--- config.mk ---
export PLATFORM = sky130hd
export DESIGN_NAME = updown_counter_ctrl
export DESIGN_NICKNAME = d
export VERILOG_FILES = /design/src/rtl/updown_counter_ctrl_pkg.sv /design/src/rtl/updown_counter_ctrl_btn_debounce.sv /design/src/rtl/updown_counter_ctrl.sv
export SDC_FILE = /design/constraint.sdc
export NUM_CORES = 1
export LEC_CHECK = 0
export BUFFER_PORTS_ARGS = -buffer_cell sky130_fd_sc_hd__buf_2
export CORE_MARGIN = 1
export CORE_UTILIZATION = 25
export CTS_CLUSTER_DIAMETER = 150
export DETAILED_ROUTE_END_ITERATION = 8
export PLACE_DENSITY = 0.39
export SLEW_MARGIN = 20
export SYNTH_ARGS = -nofsm -noshare
export SYNTH_HDL_FRONTEND = slang
export SYNTH_SLANG_ARGS = --single-unit
--- constraint.sdc ---
create_clock -name clk -period 5.8 [get_ports clk]
set_clock_uncertainty 0.2 [all_clocks]
set_input_delay 0.58 -clock clk [delete_from_list [all_inputs] [get_ports clk]]
set_output_delay 0.58 -clock clk [all_outputs]
set_load 0.02 [all_outputs]
--- src/rtl/updown_counter_ctrl_pkg.sv ---
// Shared constants and sizing helper for the up/down counter controller.
package updown_counter_ctrl_pkg;

  localparam logic RST_DIR_UP   = 1'b1;
  localparam logic RST_RUNNING  = 1'b1;
  localparam logic BTN_RELEASED = 1'b1;

  // Bits needed for a counter that runs 0..max_count-1 (never less than one bit).
  function automatic int cnt_width(input int max_count);
    return (max_count <= 2) ? 1 : $clog2(max_count);
  endfunction

endpackage

--- src/rtl/updown_counter_ctrl_btn_debounce.sv ---
// Button conditioner: 2-FF synchroniser, stability-count debounce and a one-cycle press pulse.
module btn_debounce
  import updown_counter_ctrl_pkg::*;
#(
  parameter int DB_CYCLES = 1_000_000
) (
  input  logic clk,
  input  logic rst,
  input  logic btn_n,
  output logic level,
  output logic press
);

  localparam int CW = cnt_width(DB_CYCLES);

  logic          sync1_reg;
  logic          sync2_reg;
  logic [CW-1:0] stable_reg;
  logic          level_reg;
  logic          level_prev_reg;
  logic          press_reg;
  logic          blocked_reg;
  logic          stable_done;

  assign stable_done = (stable_reg == CW'(DB_CYCLES - 1));

  // The synchroniser keeps sampling through reset so a button held across reset
  // is seen as pressed and stays blocked until it is released.
  always_ff @(posedge clk) begin
    sync1_reg <= btn_n;
    sync2_reg <= sync1_reg;
  end

  always_ff @(posedge clk) begin
    if (rst) begin
      stable_reg     <= '0;
      level_reg      <= BTN_RELEASED;
      level_prev_reg <= BTN_RELEASED;
      press_reg      <= 1'b0;
      blocked_reg    <= 1'b1;
    end else begin
      level_prev_reg <= level_reg;
      press_reg      <= level_prev_reg & ~level_reg & ~blocked_reg;
      if (sync2_reg == BTN_RELEASED) begin
        blocked_reg <= 1'b0;
      end
      if (sync2_reg == level_reg) begin
        stable_reg <= '0;
      end else if (stable_done) begin
        stable_reg <= '0;
        level_reg  <= sync2_reg;
      end else begin
        stable_reg <= stable_reg + CW'(1);
      end
    end
  end

  assign level = level_reg;
  assign press = press_reg;

endmodule

--- src/rtl/updown_counter_ctrl.sv ---
// Up/down counter with selectable step rate, debounced direction/pause buttons, load and limit modes.
module updown_counter_ctrl
  import updown_counter_ctrl_pkg::*;
#(
  parameter int WIDTH     = 4,
  parameter int DIV_SLOW  = 100_000_000,
  parameter int DIV_FAST  = 25_000_000,
  parameter int DB_CYCLES = 1_000_000,
  parameter bit SATURATE  = 1'b0
) (
  input  logic             clk,
  input  logic             rst,
  input  logic             speed_sel,
  input  logic             btn_dir_n,
  input  logic             btn_stop_n,
  input  logic             load,
  input  logic [WIDTH-1:0] load_val,
  output logic [WIDTH-1:0] counter,
  output logic             dir_up,
  output logic             running,
  output logic             step,
  output logic             at_limit
);

  localparam int DIV_MAX = (DIV_SLOW > DIV_FAST) ? DIV_SLOW : DIV_FAST;
  localparam int PW      = cnt_width(DIV_MAX);

  logic [PW-1:0]    presc_reg;
  logic [PW-1:0]    div_last;
  logic             speed_reg;
  logic             speed_change;
  logic             tick;
  logic [WIDTH-1:0] counter_reg;
  logic [WIDTH-1:0] counter_next;
  logic             step_reg;
  logic             step_next;
  logic             dir_reg;
  logic             running_reg;
  logic [1:0]       btn_n_vec;
  logic [1:0]       level_vec;
  logic [1:0]       press_vec;
  logic [1:0]       toggle_vec;

  // Index 0 is the direction button, index 1 the pause button.
  assign btn_n_vec = {btn_stop_n, btn_dir_n};

  genvar gi;
  generate
    for (gi = 0; gi < 2; gi++) begin : g_btn
      btn_debounce #(
        .DB_CYCLES(DB_CYCLES)
      ) u_db (
        .clk   (clk),
        .rst   (rst),
        .btn_n (btn_n_vec[gi]),
        .level (level_vec[gi]),
        .press (press_vec[gi])
      );
      assign toggle_vec[gi] = press_vec[gi] & ~level_vec[gi];
    end
  endgenerate

  assign speed_change = speed_sel ^ speed_reg;
  assign div_last     = speed_sel ? PW'(DIV_FAST - 1) : PW'(DIV_SLOW - 1);
  assign tick         = ~speed_change & (presc_reg >= div_last);

  always_ff @(posedge clk) begin
    speed_reg <= speed_sel;
    if (rst || speed_change || tick) begin
      presc_reg <= '0;
    end else begin
      presc_reg <= presc_reg + PW'(1);
    end
  end

  assign at_limit = dir_reg ? (&counter_reg) : ~(|counter_reg);

  always_comb begin
    counter_next = counter_reg;
    step_next    = 1'b0;
    if (load) begin
      counter_next = load_val;
    end else if (tick && running_reg) begin
      if (!(SATURATE && at_limit)) begin
        counter_next = dir_reg ? counter_reg + WIDTH'(1) : counter_reg - WIDTH'(1);
        step_next    = 1'b1;
      end
    end
  end

  // Flags toggle after the counter decision, so a press only affects later ticks.
  always_ff @(posedge clk) begin
    if (rst) begin
      counter_reg <= '0;
      step_reg    <= 1'b0;
      dir_reg     <= RST_DIR_UP;
      running_reg <= RST_RUNNING;
    end else begin
      counter_reg <= counter_next;
      step_reg    <= step_next;
      dir_reg     <= dir_reg ^ toggle_vec[0];
      running_reg <= running_reg ^ toggle_vec[1];
    end
  end

  assign counter = counter_reg;
  assign dir_up  = dir_reg;
  assign running = running_reg;
  assign step    = step_reg;

endmodule

==> results.txt <==
status -> complete, no violations
Rows -> 45
clock sinks -> 87
# diodes -> 0
critical path data arrival time -> 2.61 ns
Via density -> 4.26
worst path required time -> 5.80 ns
CTS Buf Count -> 9
Initial Utilization -> 0.257
max reg flops -> 40
Worst setup endpoint -> g_btn[1].u_db.stable_reg[15]
setup violators final -> 0
DR vias -> 2847
Synth Cell Area -> 3920 µm²
Final Non-Filler Cells -> 669
Final Hold Vio Count -> 0
worst slew pin tran -> 0.712 ns
Synth-to-Final Area Change -> 15.4%
setup_tns -> 0 ns
Reg2Reg Depth -> 6
R2R Path End -> g_btn[1].u_db.stable_reg[15]
Cell Pwr Density -> 271 nW/µm²
share of cells above drive strength 1 -> 0.0983
GRT overflow -> 0
core area -> 15300 µm²
Final Util -> 0.296
area post-placement -> 4220 µm²
Slew Limit Fails -> 0
register area share after synthesis -> 0.445
Primary FF master, synth -> dfxtp_1
Mapped Cells -> 433
H-tree Lvls -> 3
Starting DRT DRC Count -> 100
R2R Setup Slk -> 3.19 ns
dpl ws -> 2.99 ns
post-layout min period -> 2.61 ns
leak pwr -> 1.60 nW
Min-Delay Path Class -> in2reg
max_cap viols -> 0
Final HPWL DP -> 5.24 mm
initial antenna violation count -> 0
worst skew pair latency -> 0.34 ns
Peak Freq -> 383 MHz
crit share post-route -> 0.450
# resized after CTS -> 0
final wirelength -> 7.53 mm
die width -> 127 µm
crit-path max cell delay -> 0.66 ns
RSZ-0062 raised after global routing -> no
Post-Syn Nets -> 457
io pins -> 18
wire per inst -> 11.3 µm
Residual DRC -> 0
CP Launch Type -> register
Worst Path Max Fanout -> 20
Slowest-stage cell, CP -> or3_1
Power Total -> 1.23 mW
Post-Layout Inst Area -> 4520 µm²
Max Buffers Root-to-Sink -> 2
Worst Setup SP -> g_btn[1].u_db.stable_reg[0]
Hold-fix buffers, CTS -> 0
post-CTS setup buffers -> 0
fin worst setup slack -> 3.19 ns
Hold Slack -> 0.143 ns
Post-synth EDFFs -> 0
first-pass GRT wire length -> 13.7 mm
CP Capture Type -> register
Routed Antenna Nets -> 0
fin nets -> 477
relative slew slack -> 0.525
share of synthesized flip-flops with an asynchronous set or reset -> 0
syn_area_per_cell -> 9.04 µm²
Port-buffer cells -> 17
Seq cells post-synth -> 87
DIE HEIGHT -> 127 µm
number of global-route vias before repair -> 2823
Max VDD drop -> 0.155 mV
Placed Cells -> 653
DR pass1 iterations -> 4
CP cell instances -> ha_1, and4_1, nand2_1, nor4_1, or3_1, nor2_1
Die Area -> 16200 µm²
Distinct cells, synth -> 42
reg-to-reg startpoint -> g_btn[1].u_db.stable_reg[0]
Ys Warns -> 0
CTS clk-pin slew, worst paths -> 0.06 ns
CTS tree -> done
clock root buffer -> clkbuf_16
GRT Overall Usage -> 0.108
crit path kind -> reg2reg
GPL Wtd Cong -> 0.726
largest net degree at the start of global routing -> 28
[synth_stat cells (all sizes together), types with 5 or more instances]
library cell,number,share of area
and3,14,0.023
xnor2,35,0.078
nor2,88,0.084
nand2,27,0.026
a21o,6,0.012
nand3,29,0.037
inv,13,0.012
and4,6,0.014
or3,6,0.011
nor3,9,0.013
ha,13,0.042
o21ai,5,0.0064
clkbuf,6,0.0058
nand4,15,0.024
nor3b,5,0.0096
dfxtp,87,0.44
xor2,33,0.074
[final cells by class]
cell class	count	area, µm²
clock inverter	6	60.1
clock buffer	10	239
multi-input combinational	325	2080
tap	211	264
inverter	13	48.8
fill	1626	10700
timing repair buffer	17	85.1
sequential	87	1740
[worst min-delay path by stage]
stage	start	end	slack [ns]	cells past startpoint
final	btn_stop_n	g_btn[1].u_db.sync1_reg	0.14	1
after global routing	btn_stop_n	g_btn[1].u_db.sync1_reg	0.12	1
after CTS	btn_stop_n	g_btn[1].u_db.sync1_reg	0.12	1
after detailed placement	g_btn[1].u_db.sync1_reg	g_btn[1].u_db.sync2_reg	0.14	0
after global placement	g_btn[1].u_db.sync1_reg	g_btn[1].u_db.sync2_reg	0.16	0
after floorplan	g_btn[0].u_db.sync1_reg	g_btn[0].u_db.sync2_reg	0.11	0
[where the power goes]
group	internal (mW)	switching, mW	total, mW
Combinational	0.0133	0.0240	0.0373
Clock	0.343	0.234	0.576
Sequential	0.605	0.00676	0.611
[worst max-delay path: cells and delay by family (launching register included)]
family | cells | cell delay, ns
adder cells (fa/ha/maj) | 1 | 0.23
flip-flops | 1 | 0.40
AND/OR/NAND/NOR | 5 | 1.64
[kinds of logic (layout without fill, tap and decap cells)]
group           Yosys count  count (layout)  share of synthesized area
fa+ha+maj                14              14                     0.0467
compound gates           24              24                     0.0511
buf+inv                  21              46                     0.0240
flops                    87              87                      0.445
xor+xnor                 68              68                      0.152
simple gates            219             219                      0.281
[cell usage in the layout (no fill, tap or decap), drive strengths merged, types with 2 or more instances in the layout]
| cell | n |
|---|---|
| nand2b | 3 |
| or2 | 2 |
| clkinvlp | 2 |
| a311oi | 3 |
| nor4 | 4 |
| a21o | 6 |
| nor3b | 5 |
| or3 | 6 |
| nand2 | 27 |
| o21ai | 5 |
| inv | 13 |
| a31o | 2 |
| xnor2 | 35 |
| nor2 | 88 |
| and2 | 3 |
| buf | 17 |
| nand4 | 15 |
| and3 | 14 |
| a21oi | 2 |
| dfxtp | 87 |
| nand3 | 29 |
| a211o | 3 |
| nor2b | 4 |
| ha | 13 |
| and4 | 6 |
| clkinv | 3 |
| nor3 | 9 |
| xor2 | 33 |
| clkbuf | 10 |
[metal layers]
metal | routed length, µm | track usage | vias up
met5 | 0 | 0 | -
met4 | 121 | 0.0406 | 0
met3 | 261 | 0.0402 | 9
met2 | 3150 | 0.159 | 32
met1 | 4000 | 0.142 | 1302
li1 | - | - | 1504
Power figures use the tool's default switching activity.
